===== src/rtl/rdma_track_wr_sched_if.sv =====
// WQE issue and completion handshake between the track write scheduler and the ERNIC.
interface rdma_track_wr_sched_if;
    logic        wqe_valid;
    logic        wqe_ready;
    logic [3:0]  wqe_qpn;
    logic [63:0] wqe_laddr;
    logic [63:0] wqe_raddr;
    logic [31:0] wqe_rkey;
    logic [31:0] wqe_len;
    logic        cq_valid;
    logic [3:0]  cq_qpn;
    logic [7:0]  cq_status;

    modport master (
        output wqe_valid, wqe_qpn, wqe_laddr, wqe_raddr, wqe_rkey, wqe_len,
        input  wqe_ready, cq_valid, cq_qpn, cq_status
    );

    modport slave (
        input  wqe_valid, wqe_qpn, wqe_laddr, wqe_raddr, wqe_rkey, wqe_len,
        output wqe_ready, cq_valid, cq_qpn, cq_status
    );
endinterface


===== src/rtl/rdma_track_wr_sched.sv =====
// Per-QP MR table and one-track-at-a-time RDMA WRITE scheduler: issues a WQE per
// RDMA_write_en, waits for its completion and reports RDMA_track_done to the connection FSM.
module rdma_track_wr_sched #(
    parameter int unsigned QP_NUM     = 9,
    parameter logic [63:0] LOCAL_BASE = 64'h0,
    parameter logic [31:0] LOCAL_SIZE = 32'h4000_0000,
    parameter logic [23:0] CQ_TIMEOUT = 24'hFF_FFFF
) (
    input  logic                          core_clk,
    input  logic                          core_aresetn,
    input  logic                          rx_MR_tvalid,
    input  logic [3:0]                    rx_MR_QPn,
    input  logic [63:0]                   host_MR_addr,
    input  logic [31:0]                   host_MR_len,
    input  logic [31:0]                   host_MR_rkey,
    input  logic [3:0]                    IMC_NUM,
    input  logic [3:0]                    track_num_per_IMC,
    input  logic [31:0]                   track_len,
    input  logic                          RDMA_write_en,
    rdma_track_wr_sched_if.master         wqe_if,
    output logic                          RDMA_track_done,
    output logic                          track_tlast,
    output logic [3:0]                    cur_qpn,
    output logic                          wr_error
);

    localparam int unsigned DEPTH   = QP_NUM - 1;
    localparam int unsigned IDX_W   = (DEPTH > 1) ? $clog2(DEPTH) : 1;
    localparam int unsigned MAX_QPN = QP_NUM - 1;

    typedef enum logic [2:0] {
        S_IDLE,
        S_ISSUE,
        S_WAIT_CQ,
        S_DONE,
        S_ERR
    } state_t;

    state_t      r_state;
    logic [63:0] r_mr_addr [DEPTH];
    logic [31:0] r_mr_len  [DEPTH];
    logic [31:0] r_mr_rkey [DEPTH];
    logic [63:0] r_roff    [DEPTH];
    logic [63:0] r_loff;
    logic [3:0]  r_cur_qpn;
    logic [3:0]  r_trk_cnt;
    logic [23:0] r_to_cnt;
    logic        r_wqe_valid;
    logic [3:0]  r_wqe_qpn;
    logic [63:0] r_wqe_laddr;
    logic [63:0] r_wqe_raddr;
    logic [31:0] r_wqe_rkey;
    logic [31:0] r_wqe_len;
    logic        r_done;
    logic        r_tlast;
    logic        r_err;

    logic [IDX_W-1:0] w_cur_idx;
    logic [IDX_W-1:0] w_wqe_idx;
    logic [IDX_W-1:0] w_rx_idx;
    logic             w_rx_hit;
    logic [3:0]       w_imc_eff;
    logic [3:0]       w_tpi_eff;
    logic             w_last_qp;
    logic             w_last_trk;
    logic             w_cq_ok;
    logic [63:0]      w_len_x2;
    logic [63:0]      w_roff_next2;
    logic [63:0]      w_loff_next2;

    // Table indices are QP number minus 2 (QP0/QP1 carry no data)
    assign w_cur_idx  = IDX_W'(r_cur_qpn - 4'd2);
    assign w_wqe_idx  = IDX_W'(r_wqe_qpn - 4'd2);
    assign w_rx_idx   = IDX_W'(rx_MR_QPn - 4'd2);
    assign w_rx_hit   = rx_MR_tvalid && (rx_MR_QPn >= 4'd2) && (32'(rx_MR_QPn) <= MAX_QPN);

    assign w_imc_eff  = (IMC_NUM == 4'd0) ? 4'd1 : IMC_NUM;
    assign w_tpi_eff  = (track_num_per_IMC == 4'd0) ? 4'd1 : track_num_per_IMC;
    // Also wrap at the top of the table so an oversized IMC_NUM cannot index past it
    assign w_last_qp  = (32'(r_cur_qpn) >= 32'(w_imc_eff) + 32'd1) || (32'(r_cur_qpn) >= MAX_QPN);
    assign w_last_trk = (r_trk_cnt >= w_tpi_eff - 4'd1);
    assign w_cq_ok    = (wqe_if.cq_qpn == r_wqe_qpn) && (wqe_if.cq_status == 8'd0);

    // Wrap test looks one track ahead: restart once the next track would not fit
    assign w_len_x2     = {31'd0, r_wqe_len, 1'b0};
    assign w_roff_next2 = r_roff[w_wqe_idx] + w_len_x2;
    assign w_loff_next2 = r_loff + w_len_x2;

    always_ff @(posedge core_clk or negedge core_aresetn) begin
        if (!core_aresetn) begin
            for (int i = 0; i < int'(DEPTH); i++) begin
                r_mr_addr[i] <= '0;
                r_mr_len[i]  <= '0;
                r_mr_rkey[i] <= '0;
                r_roff[i]    <= '0;
            end
            r_state     <= S_IDLE;
            r_loff      <= '0;
            r_cur_qpn   <= 4'd2;
            r_trk_cnt   <= '0;
            r_to_cnt    <= '0;
            r_wqe_valid <= 1'b0;
            r_wqe_qpn   <= '0;
            r_wqe_laddr <= '0;
            r_wqe_raddr <= '0;
            r_wqe_rkey  <= '0;
            r_wqe_len   <= '0;
            r_done      <= 1'b0;
            r_tlast     <= 1'b0;
            r_err       <= 1'b0;
        end else begin
            r_done  <= 1'b0;
            r_tlast <= 1'b0;

            case (r_state)
                S_IDLE: begin
                    if (RDMA_write_en) begin
                        r_wqe_qpn   <= r_cur_qpn;
                        r_wqe_raddr <= r_mr_addr[w_cur_idx] + r_roff[w_cur_idx];
                        r_wqe_laddr <= LOCAL_BASE + r_loff;
                        r_wqe_rkey  <= r_mr_rkey[w_cur_idx];
                        r_wqe_len   <= track_len;
                        r_wqe_valid <= 1'b1;
                        r_state     <= S_ISSUE;
                    end
                end

                S_ISSUE: begin
                    if (wqe_if.wqe_ready) begin
                        r_wqe_valid <= 1'b0;
                        r_to_cnt    <= '0;
                        r_state     <= S_WAIT_CQ;
                    end
                end

                S_WAIT_CQ: begin
                    if (wqe_if.cq_valid) begin
                        if (w_cq_ok) begin
                            r_done  <= 1'b1;
                            r_tlast <= w_last_trk;
                            r_state <= S_DONE;
                        end else begin
                            r_err   <= 1'b1;
                            r_state <= S_ERR;
                        end
                    end else if (r_to_cnt >= CQ_TIMEOUT - 24'd1) begin
                        r_err   <= 1'b1;
                        r_state <= S_ERR;
                    end else begin
                        r_to_cnt <= r_to_cnt + 24'd1;
                    end
                end

                S_DONE: begin
                    r_roff[w_wqe_idx] <= (w_roff_next2 > {32'd0, r_mr_len[w_wqe_idx]}) ?
                                         64'd0 : r_roff[w_wqe_idx] + {32'd0, r_wqe_len};
                    r_loff            <= (w_loff_next2 > {32'd0, LOCAL_SIZE}) ?
                                         64'd0 : r_loff + {32'd0, r_wqe_len};
                    if (w_last_trk) begin
                        r_trk_cnt <= '0;
                        r_cur_qpn <= w_last_qp ? 4'd2 : r_cur_qpn + 4'd1;
                    end else begin
                        r_trk_cnt <= r_trk_cnt + 4'd1;
                    end
                    r_state <= S_IDLE;
                end

                S_ERR: begin
                    r_state <= S_ERR;
                end

                default: begin
                    r_state <= S_IDLE;
                end
            endcase

            // A fresh descriptor replaces the entry and restarts its remote offset
            if (w_rx_hit) begin
                r_mr_addr[w_rx_idx] <= host_MR_addr;
                r_mr_len[w_rx_idx]  <= host_MR_len;
                r_mr_rkey[w_rx_idx] <= host_MR_rkey;
                r_roff[w_rx_idx]    <= '0;
            end
        end
    end

    assign wqe_if.wqe_valid = r_wqe_valid;
    assign wqe_if.wqe_qpn   = r_wqe_qpn;
    assign wqe_if.wqe_laddr = r_wqe_laddr;
    assign wqe_if.wqe_raddr = r_wqe_raddr;
    assign wqe_if.wqe_rkey  = r_wqe_rkey;
    assign wqe_if.wqe_len   = r_wqe_len;
    assign RDMA_track_done  = r_done;
    assign track_tlast      = r_tlast;
    assign cur_qpn          = r_cur_qpn;
    assign wr_error         = r_err;

endmodule


===== src/flat_wrapper.sv =====
// flat-port wrapper written by rule: the top's interface ports become plain ports
module rdma_track_wr_sched_flat 
#(
    parameter int unsigned QP_NUM     = 9,
    parameter logic [63:0] LOCAL_BASE = 64'h0,
    parameter logic [31:0] LOCAL_SIZE = 32'h4000_0000,
    parameter logic [23:0] CQ_TIMEOUT = 24'hFF_FFFF
)
  (core_clk, core_aresetn, rx_MR_tvalid, rx_MR_QPn, host_MR_addr, host_MR_len, host_MR_rkey, IMC_NUM, track_num_per_IMC, track_len, RDMA_write_en, RDMA_track_done, track_tlast, cur_qpn, wr_error, wqe_if_wqe_valid, wqe_if_wqe_qpn, wqe_if_wqe_laddr, wqe_if_wqe_raddr, wqe_if_wqe_rkey, wqe_if_wqe_len, wqe_if_wqe_ready, wqe_if_cq_valid, wqe_if_cq_qpn, wqe_if_cq_status);
  rdma_track_wr_sched_if wqe_if_i ();
  input  logic core_clk;
  input  logic core_aresetn;
  input  logic rx_MR_tvalid;
  input  logic [3:0] rx_MR_QPn;
  input  logic [63:0] host_MR_addr;
  input  logic [31:0] host_MR_len;
  input  logic [31:0] host_MR_rkey;
  input  logic [3:0] IMC_NUM;
  input  logic [3:0] track_num_per_IMC;
  input  logic [31:0] track_len;
  input  logic RDMA_write_en;
  output logic RDMA_track_done;
  output logic track_tlast;
  output logic [3:0] cur_qpn;
  output logic wr_error;
  output wire logic [$bits(wqe_if_i.wqe_valid)-1:0] wqe_if_wqe_valid;
  output wire logic [$bits(wqe_if_i.wqe_qpn)-1:0] wqe_if_wqe_qpn;
  output wire logic [$bits(wqe_if_i.wqe_laddr)-1:0] wqe_if_wqe_laddr;
  output wire logic [$bits(wqe_if_i.wqe_raddr)-1:0] wqe_if_wqe_raddr;
  output wire logic [$bits(wqe_if_i.wqe_rkey)-1:0] wqe_if_wqe_rkey;
  output wire logic [$bits(wqe_if_i.wqe_len)-1:0] wqe_if_wqe_len;
  input wire logic [$bits(wqe_if_i.wqe_ready)-1:0] wqe_if_wqe_ready;
  input wire logic [$bits(wqe_if_i.cq_valid)-1:0] wqe_if_cq_valid;
  input wire logic [$bits(wqe_if_i.cq_qpn)-1:0] wqe_if_cq_qpn;
  input wire logic [$bits(wqe_if_i.cq_status)-1:0] wqe_if_cq_status;
  assign wqe_if_wqe_valid = wqe_if_i.wqe_valid;
  assign wqe_if_wqe_qpn = wqe_if_i.wqe_qpn;
  assign wqe_if_wqe_laddr = wqe_if_i.wqe_laddr;
  assign wqe_if_wqe_raddr = wqe_if_i.wqe_raddr;
  assign wqe_if_wqe_rkey = wqe_if_i.wqe_rkey;
  assign wqe_if_wqe_len = wqe_if_i.wqe_len;
  assign wqe_if_i.wqe_ready = wqe_if_wqe_ready;
  assign wqe_if_i.cq_valid = wqe_if_cq_valid;
  assign wqe_if_i.cq_qpn = wqe_if_cq_qpn;
  assign wqe_if_i.cq_status = wqe_if_cq_status;
  rdma_track_wr_sched #(.QP_NUM(QP_NUM), .LOCAL_BASE(LOCAL_BASE), .LOCAL_SIZE(LOCAL_SIZE), .CQ_TIMEOUT(CQ_TIMEOUT)) u_core (.core_clk(core_clk), .core_aresetn(core_aresetn), .rx_MR_tvalid(rx_MR_tvalid), .rx_MR_QPn(rx_MR_QPn), .host_MR_addr(host_MR_addr), .host_MR_len(host_MR_len), .host_MR_rkey(host_MR_rkey), .IMC_NUM(IMC_NUM), .track_num_per_IMC(track_num_per_IMC), .track_len(track_len), .RDMA_write_en(RDMA_write_en), .wqe_if(wqe_if_i), .RDMA_track_done(RDMA_track_done), .track_tlast(track_tlast), .cur_qpn(cur_qpn), .wr_error(wr_error));
endmodule

===== config.mk =====
export PLATFORM = sky130hd
export DESIGN_NAME = rdma_track_wr_sched_flat
export DESIGN_NICKNAME = d
export VERILOG_FILES = /design/src/rtl/rdma_track_wr_sched_if.sv /design/src/rtl/rdma_track_wr_sched.sv /design/src/flat_wrapper.sv
export SDC_FILE = /design/constraint.sdc
export NUM_CORES = 2
export LEC_CHECK = 0
export ABC_AREA = 1
export CAP_MARGIN = 40
export CORE_MARGIN = 4
export CORE_UTILIZATION = 50
export DETAILED_ROUTE_END_ITERATION = 10
export DONT_BUFFER_PORTS = 1
export PLACE_DENSITY_LB_ADDON = 0.08
export SYNTH_ARGS = -nofsm -noshare
export SYNTH_HDL_FRONTEND = slang
export SYNTH_SLANG_ARGS = --single-unit

===== constraint.sdc =====
create_clock -name core_clk -period 18.23 [get_ports core_clk]
set_input_delay 3.646 -clock core_clk [delete_from_list [all_inputs] [get_ports core_clk]]
set_output_delay 3.646 -clock core_clk [all_outputs]
set_load 0.02 [all_outputs]

==> run_results.csv <==
group,metric,value,unit
finish,drive_gt1_share,6.29,%
floorplanning,die_h,459,um
global_route,antenna_found_initial,5,
floorplanning,rows,165,
finish,multi_input_area,46900,um2
floorplanning,fp.dieW,459,um
finish,seqCellArea,45900,um2
outcome,outcome,"complete, no violations",
clock_network,cts-resized-gates,0,
clock_network,clk_latency,0.86,ns
global_route,grt_pass1_wl,544,mm
timing,worstMarginPinSlew,1.36,ns
setup_path,critPathLaunchType,"flip-flop",
timing,timing.final.crit_period,8.60,ns
timing,hold_violations,0,
global_route,use_met2,51.8,%
worst_hold_path,hold_class,"flip-flop to flip-flop",
timing,slew-limit-headroom,9.65,%
drt,vias,91517,
timing,min_period_over_period,47.2,%
finish,nNetsFinal,13149,
drt,wl,357,mm
global_route,grt_use_met1,46.9,%
clock_network,cts_sinks,1835,
clock_network,cts_tree,"yes",
drt,drt_iter0_markers,9971,
finish,final_cell_area,110000,um2
setup_path,critPathRequiredTime,18.99,ns
drt,first_pass_iters,7,
setup_path,cp.buffers_inverters,7,
timing,rsz0062_at_grt,"false",
clock_network,ctsHoldBuffers,0,
placement,dpl_cell_area,103000,um2
floorplanning,design.core.area,202000,um2
global_route,grt-busiest-layer,"met2",
run,cap_violations,0,
timing,finClkSkew,0.0442,ns
drt,routed_via_density,5.88,
logic_synthesis,syn_inst,13311,
drt,antenna_left,0,
clock_network,ctsHtreeMaxLevel,4,
logic_synthesis,synth.distinct_cells,59,
logic_synthesis,dominantRegCellSynth,"dfrtp_1",
clock_network,cts.clk_slew.worst_paths,0.06,ns
logic_synthesis,yosys_warnings,0,
timing,setup_viol,0,
clock_network,cts_buffers,200,
global_route,grt_max_degree,294,
setup_path,endpoint_kind,"flip-flop",
timing,slew_viol_final,0,
setup_path,path_common_cell,"nand2_1",
global_route,grt_util_met3,5.27,%
finish,layout_common_cells,"nand2_1, o21ai_0, dfrtp_1",
setup_path,cp_top_family,"simple AND/OR/NAND/NOR gates",
finish,fillCellCount,19327,
setup_path,cp_data_arrival_time,9.37,ns
logic_synthesis,ys_async_sr_fraction,100,%
logic_synthesis,synth_seq_cells,1835,
clock_network,clockBufferDepth,3,
setup_path,slowest_stage,"dfrtp_1",
placement,port_buffers,0,
logic_synthesis,synth_nets,13748,
logic_synthesis,avgSynthCellArea,7.63,um2
placement,dp_hpwl,233,mm
logic_synthesis,synth_edf_count,0,
finish,layout_commonest_cell,"nand2_1",
global_route,grt_use_total,33.2,%
drt,wl_per_cell,23.0,um
global_route,grt_pass1_vias,87119,
timing,setup_tns,0,ns
global_route,grt_overflow,0,
placement,place.gp.congestion,0.952,
drt,drc,0,
setup_path,slowest_delay,0.69,ns
setup_path,critical_path_peak_fanout,42,
floorplanning,ios,394,
clock_network,clockRootBuffer,"clkbuf_16",
floorplanning,dieArea,210000,um2
logic_synthesis,syn_area,102000,um2
floorplanning,start_util,50.2,%
setup_path,crit_type,"flip-flop to flip-flop",
clock_network,post-cts-setup-buffers,0,
logic_synthesis,ys_seq_area_share,45.2,%
timing,fmax,116,MHz
finish,area_growth,8.04,%
## area by class of cell
type	count	area share [%]
well taps	2672	3.05
repair buffers	170	1.79
clock inverters	78	0.920
inverters	1223	4.22
diodes	4	0.00912
clock buffers	295	5.39
multi-input cells	9282	42.8
flip-flops and latches	1835	41.9
## worst paths after layout
path | to | slack, ns | depth (start not counted) | start
max reg2reg | u_core.r_roff[51] | 9.63 | 37 | u_core.wqe_if.wqe_qpn[2]
max | u_core.r_roff[51] | 9.63 | 37 | u_core.wqe_if.wqe_qpn[2]
min reg2reg | u_core.r_mr_rkey[17] | 0.37 | 0 | u_core.r_mr_rkey[17]
max in group asynchronous | u_core.r_mr_len[232] | 12.50 | 3 | core_aresetn
min | u_core.r_mr_rkey[17] | 0.37 | 0 | u_core.r_mr_rkey[17]
min in group asynchronous | u_core.r_mr_rkey[185] | 2.48 | 0 | core_aresetn
## synthesized netlist by cell type, drive strengths merged (106+ instances only)
master / n / area, um2
o21ai: 2611 / 13100
dfrtp: 1834 / 45900
a31oi: 211 / 1320
nand3: 472 / 2780
a21oi: 1216 / 6840
xor2: 132 / 1160
clkbuf: 780 / 2930
o22ai: 106 / 663
ha: 242 / 3030
inv: 1221 / 4590
nor2: 998 / 3780
nand2: 2815 / 10600
buf: 182 / 1260
## per-layer routing
layer	vias up	share of wire [%]
met5	-	0.0064
met1	44366	44
met3	601	7.4
met4	4	3.9
met2	3591	45
li1	42955	-
## per-stage QoR
step | util (%) | setup slack (ns) | cells | hold slack, ns
after floorplan | - | 11.73 | 13311 | 0.424
after global placement | 50.5 | 9.02 | 15143 | 0.360
after detailed placement | 50.8 | 9.71 | 15180 | 0.360
after CTS | 54.2 | 9.72 | 15553 | 0.373
after global routing | 54.3 | 9.18 | 15556 | 0.375
final | 54.3 | 9.63 | 15559 | 0.370
## sequential cells by signal, summed over array words and instances, names as in the netlist, 3 cells and up
| register | cells |
|---|---|
| u_core.r_loff | 64 |
| u_core.r_state | 3 |
| u_core.r_mr_len | 256 |
| u_core.r_trk_cnt | 4 |
| u_core.wqe_if.wqe_qpn | 4 |
| u_core.wqe_if.wqe_raddr | 64 |
| u_core.r_roff | 512 |
| u_core.cur_qpn | 4 |
| u_core.wqe_if.wqe_laddr | 64 |
| u_core.r_mr_addr | 512 |
| u_core.r_to_cnt | 24 |
| u_core.wqe_if.wqe_rkey | 32 |
| u_core.wqe_if.wqe_len | 32 |
| u_core.r_mr_rkey | 256 |
## cell families (layout without fill, tap and decap cells)
family | count (synthesis) | after routing | share of synthesized area, %
buf+inv | 2194 | 1766 | 8.73
simple gates | 4469 | 4469 | 18.0
other cells | 0 | 4 | 0
fa+ha+maj | 247 | 247 | 3.08
compound gates | 4368 | 4368 | 23.3
xor+xnor | 198 | 198 | 1.71
flops | 1835 | 1835 | 45.2
Power is not shown: default switching activity piles up to over one toggle a cycle in this logic, so the estimate is an artifact.
